## src/rtl/uart_tx_arbiter.sv

```systemverilog
// Round-robin arbiter that merges byte-stream requesters into one UART transmit stream.
// Each grant optionally starts with a header byte (8'hA0 | grant) and carries at most MAX_LEN payload bytes.
module uart_tx_arbiter #(
  parameter int NUM_REQ   = 4,
  parameter int MAX_LEN   = 64,
  parameter int HEADER_EN = 1
) (
  input  logic                       clk,
  input  logic                       rst,
  input  logic [NUM_REQ*8-1:0]       req_data,
  input  logic [NUM_REQ-1:0]         req_valid,
  input  logic [NUM_REQ-1:0]         req_last,
  output logic [NUM_REQ-1:0]         req_ready,
  output logic [7:0]                 out_data,
  output logic                       out_valid,
  input  logic                       out_ready,
  output logic [$clog2(NUM_REQ)-1:0] grant_id,
  output logic                       busy,
  output logic [1:0]                 state_dbg
);

  // Handshake: a byte moves on a rising edge where valid and ready are both high.
  // The grant's req_valid/req_ready pass straight through to out_valid/out_ready in PAYLOAD.

  localparam int GW = $clog2(NUM_REQ);

  localparam logic [1:0] S_IDLE    = 2'd0;
  localparam logic [1:0] S_HEADER  = 2'd1;
  localparam logic [1:0] S_PAYLOAD = 2'd2;

  localparam logic [GW:0]   NUM_REQ_W = (GW+1)'(NUM_REQ);
  localparam logic [GW-1:0] LAST_REQ  = GW'(NUM_REQ - 1);
  localparam logic [7:0]    MAX_LEN_B = 8'(MAX_LEN);

  logic [1:0]    state;
  logic [GW-1:0] grant;
  logic [GW-1:0] rr_ptr;
  logic [7:0]    count;

  logic [7:0]    req_byte [NUM_REQ];
  logic [GW:0]   scan_idx;
  logic [GW-1:0] pick;
  logic          any_valid;
  logic          pay_xfer;
  logic          seg_end;
  logic [7:0]    count_inc;
  logic [GW-1:0] next_ptr;

  always_comb begin
    for (int i = 0; i < NUM_REQ; i++) begin
      req_byte[i] = req_data[i*8 +: 8];
    end
  end

  // First valid requester at or after rr_ptr, wrapping.
  always_comb begin
    pick      = '0;
    any_valid = 1'b0;
    scan_idx  = '0;
    for (int i = 0; i < NUM_REQ; i++) begin
      scan_idx = {1'b0, rr_ptr} + (GW+1)'(i);
      if (scan_idx >= NUM_REQ_W) begin
        scan_idx = scan_idx - NUM_REQ_W;
      end
      if (!any_valid && req_valid[scan_idx]) begin
        any_valid = 1'b1;
        pick      = scan_idx[GW-1:0];
      end
    end
  end

  assign pay_xfer  = (state == S_PAYLOAD) && req_valid[grant] && out_ready;
  assign count_inc = count + 8'd1;
  // A packet end and hitting the length cap on the same byte release the grant once.
  assign seg_end   = req_last[grant] || (count_inc == MAX_LEN_B);
  assign next_ptr  = (grant == LAST_REQ) ? '0 : grant + GW'(1);

  always_comb begin
    out_valid = 1'b0;
    out_data  = 8'h00;
    req_ready = '0;
    case (state)
      S_HEADER: begin
        out_valid = 1'b1;
        out_data  = 8'hA0 | 8'(grant);
      end
      S_PAYLOAD: begin
        out_valid        = req_valid[grant];
        out_data         = req_byte[grant];
        req_ready[grant] = out_ready;
      end
      default: ;
    endcase
  end

  always_ff @(posedge clk) begin
    if (rst) begin
      state  <= S_IDLE;
      grant  <= '0;
      rr_ptr <= '0;
      count  <= 8'd0;
    end else begin
      case (state)
        S_IDLE: begin
          if (any_valid) begin
            grant <= pick;
            count <= 8'd0;
            state <= (HEADER_EN != 0) ? S_HEADER : S_PAYLOAD;
          end
        end
        S_HEADER: begin
          if (out_ready) begin
            state <= S_PAYLOAD;
          end
        end
        S_PAYLOAD: begin
          if (pay_xfer) begin
            count <= count_inc;
            if (seg_end) begin
              state  <= S_IDLE;
              rr_ptr <= next_ptr;
            end
          end
        end
        default: state <= S_IDLE;
      endcase
    end
  end

  assign grant_id  = grant;
  assign busy      = (state != S_IDLE);
  assign state_dbg = state;

endmodule

```

## config.mk

```make
export PLATFORM = sky130hd
export DESIGN_NAME = uart_tx_arbiter
export DESIGN_NICKNAME = d
export VERILOG_FILES = /design/src/rtl/uart_tx_arbiter.sv
export SDC_FILE = /design/constraint.sdc
export NUM_CORES = 1
export LEC_CHECK = 0
export BUFFER_PORTS_ARGS = -buffer_cell sky130_fd_sc_hd__buf_2
export CORE_UTILIZATION = 50
export DETAILED_ROUTE_END_ITERATION = 8
export GPL_ROUTABILITY_DRIVEN = 1
export PLACE_DENSITY = 0.81
export RECOVER_POWER = 50
export SKIP_CTS_REPAIR_TIMING = 1
export SLEW_MARGIN = 20
export SYNTH_ARGS = -nofsm -noshare
export SYNTH_HDL_FRONTEND = slang
export SYNTH_SLANG_ARGS = --single-unit
```

## constraint.sdc

```tcl
create_clock -name clk -period 4.2 [get_ports clk]
set_input_delay 0.21 -clock clk [delete_from_list [all_inputs] [get_ports clk]]
set_output_delay 0.21 -clock clk [all_outputs]
set_load 0.02 [all_outputs]
```

==> flow_summary.ini <==
[worst_setup_path]
regToRegStartpoint = state_dbg[0]$_SDFFE_PP0P_
startpoint = state_dbg[0]$_SDFFE_PP0P_
cp-start-kind = flop
worstPathRequired_ns = 4.43
crit_fanout = 27
reg2reg_depth = 7
endpoint_kind = flop
worst-setup-path-type = flop to flop
r2r-end = state_dbg[0]$_SDFFE_PP0P_
worstPathArrival_ns = 2.77
critPathCapture = state_dbg[0]$_SDFFE_PP0P_
r2r_slack_ns = 1.66

[placed_design]
dp_hpwl_um = 2540
port_buffers = 60
gp_congestion = 0.869

[clocking]
cts_buffer_depth = 2
insertion_delay_ns = 0.29
cts_sinks = 14
htree_levels = 1
cts_tree = done
clk_pin_slew_ns = 0.10
cts_made_buffers = 3
cts_root_buffer = clkbuf_4

[grt]
grt_pass1_wl_um = 4830
grt-ovfl-total = 0
grt_use_total_pct = 23.4
grt_max_degree = 28
grt_pass1_vias = 1164
antenna_found_initial = 0

[timing]
hold_viol_final = 0
clock_skew_ns = 0.00721
report.final.slew_viol_count = 0
grt_setup_unrepaired = false
min_period_over_period_pct = 60.4
tightest_slew_ns = 0.831
tns_ns = 0
finalCriticalPeriod_ns = 2.54
slew_headroom_pct = 44.6
finalSetupViolCount = 0
fmax_mhz = 394

[synth]
syn_nets = 206
syn-instance-count = 153
ys_seq_elements = 14
yosys_warnings = 0
syn_area_per_cell_um2 = 8.50
synthDistinctLibCells = 34
seq_area_frac_synth_pct = 21.5
syn-cell-area_mm2 = 0.00130

[final_layout]
fin_nets = 263
fillCellCount = 223
multi_input_area_um2 = 955
area_growth_pct = 24.7
ff_latch_area_um2 = 280
antenna_cells = 0
drive_above_1_share_pct = 30.6

[die]
ioPinCount = 61
row_count = 18
die-area_mm2 = 0.00281
die_width_um = 53.0
die_h_um = 53.0
initial_core_util_pct = 52.5
coreArea_mm2 = 0.00248

[run_status]
outcome = finished clean

[worst_hold_path]
hold_path_class = primary input to flop

[power]
p_comb_share_pct = 56.1
finalPower_w = 0.000632
p_per_area_mw_per_mm2 = 389
clockPowerShare_pct = 16.3
pwr-share-seq_pct = 27.5
power_switching_w = 0.000290
p_leak_nw = 0.690
peakVddDrop_mv = 0.340
intPower_w = 0.000342
swShare_pct = 45.8

[routing]
dr.pass1.iters = 4
ant_nets = 0
vias = 1370
avgViaCountPerCell = 5.73
drcViolationCount = 0
wirelength_um = 3310
drt_iter0_drc = 27
wl_per_cell_um = 13.8

[run]
cap_violations = 0
[worst min-delay path by stage]
stage | startpoint | to | cells past startpoint
after floorplan | rst | count[4]$_SDFFE_PP0P_ | 1
after global placement | count[7]$_SDFFE_PP0P_ | count[7]$_SDFFE_PP0P_ | 1
after detailed placement | count[7]$_SDFFE_PP0P_ | count[7]$_SDFFE_PP0P_ | 1
after CTS | rst | grant_id[0]$_SDFFE_PP0P_ | 2
after global routing | rst | grant_id[0]$_SDFFE_PP0P_ | 2
final | rst | grant_id[0]$_SDFFE_PP0P_ | 2
[cell type report]
cell class                 instances  area share, %
sequential                        14           17.3
inverter                           8           1.85
clock buffer                       4           2.24
multi-input combinational        123           58.8
timing repair buffer              60           17.5
tap                               30           2.31
[cell usage after synthesis, drive strengths merged]
library cell  count  area (um^2)
a21oi            14         73.8
dfxtp            14          280
nor2             11         41.3
and3             10         62.6
ha               10          125
nand2            10         37.5
nand2b           10         62.6
inv               8         30.0
mux2i             7         70.1
mux4              7          158
a311oi            6         52.6
buf               5         25.0
nand3             5         25.0
nor2b             5         31.3
o21ai             4         20.0
a31oi             3         25.0
and2              3         18.8
clkbuf            3         11.3
o22ai             3         18.8
a2111oi           2         17.5
mux2              2         22.5
a211oi            1         7.51
a221o             1         10.0
a22oi             1         12.5
a31o              1         8.76
nand3b            1         7.51
nor4              1         6.26
o22a              1         8.76
o41ai             1         8.76
or3               1         6.26
or4               1         7.51
xor2              1         8.76
[worst max-delay path: stages (launching register included)]
cell,delay (ns)
dfxtp_1,0.36
inv_1,0.11
ha_1,0.70
nand3_1,0.20
o22a_1,0.36
a221o_1,0.34
a21oi_2,0.18
mux2i_1,0.21
[cells by family after synthesis]
group,after synthesis,share of synthesized area (%)
xor gates and xnor gates,1,0.673
adders and majority gates,10,9.62
and+or+nand+nor,58,23.6
AOI/OAI and AO/OA,38,20.3
muxes,16,19.2
DFF,14,21.5
buffers and inverters,16,5.10
[power by group through the flow]
| stage | sequential, W | clock (W) | combinational [W] |
|---|---|---|---|
| after global routing | 0.000178 | 0.000107 | 0.000390 |
| after floorplan | 0.000173 | 0 | 0.000260 |
| after detailed placement | 0.000178 | 0 | 0.000360 |
| after global placement | 0.000175 | 0 | 0.000348 |
| after CTS | 0.000175 | 0.000104 | 0.000362 |
| final | 0.000174 | 0.000103 | 0.000355 |
[metal layers]
layer	global-route usage [%]	part of all wire (%)	vias to the layer above
met4	10.1	1.1	0
met2	41.1	49	58
met1	27.1	43	624
met3	4.60	7.6	4
met5	0	0	-
li1	-	-	684
[state kept, by name, summed over array words and instances (netlist names)]
register / cells
state_dbg: 2
count: 8
grant_id: 2
rr_ptr: 2
[per-stage QoR]
step	worst slack [ns]	area [um^2]	hold slack, ns	util [%]	instances
after CTS	1.67	1640	0.269	66.2	239
after floorplan	2.26	1300	0.282	-	153
after global placement	1.85	1600	0.472	64.7	235
after detailed placement	1.69	1600	0.478	64.7	235
after global routing	1.46	1620	0.289	65.5	239
final	1.66	1620	0.266	65.5	239
[layout by cell type, fill, tap and decap left out, drive strengths merged]
cell type | Yosys | routed
a2111oi | 2 | 2
a211oi | 1 | 1
a21oi | 14 | 14
a221o | 1 | 1
a22oi | 1 | 1
a311oi | 6 | 6
a31o | 1 | 1
a31oi | 3 | 3
and2 | 3 | 3
and3 | 10 | 10
buf | 5 | 47
clkbuf | 3 | 17
dfxtp | 14 | 14
ha | 10 | 10
inv | 8 | 8
mux2 | 2 | 2
mux2i | 7 | 7
mux4 | 7 | 7
nand2 | 10 | 10
nand2b | 10 | 10
nand3 | 5 | 5
nand3b | 1 | 1
nor2 | 11 | 11
nor2b | 5 | 5
nor4 | 1 | 1
o21ai | 4 | 4
o22a | 1 | 1
o22ai | 3 | 3
o41ai | 1 | 1
or3 | 1 | 1
or4 | 1 | 1
xor2 | 1 | 1
(Power assumes the default switching activity.)
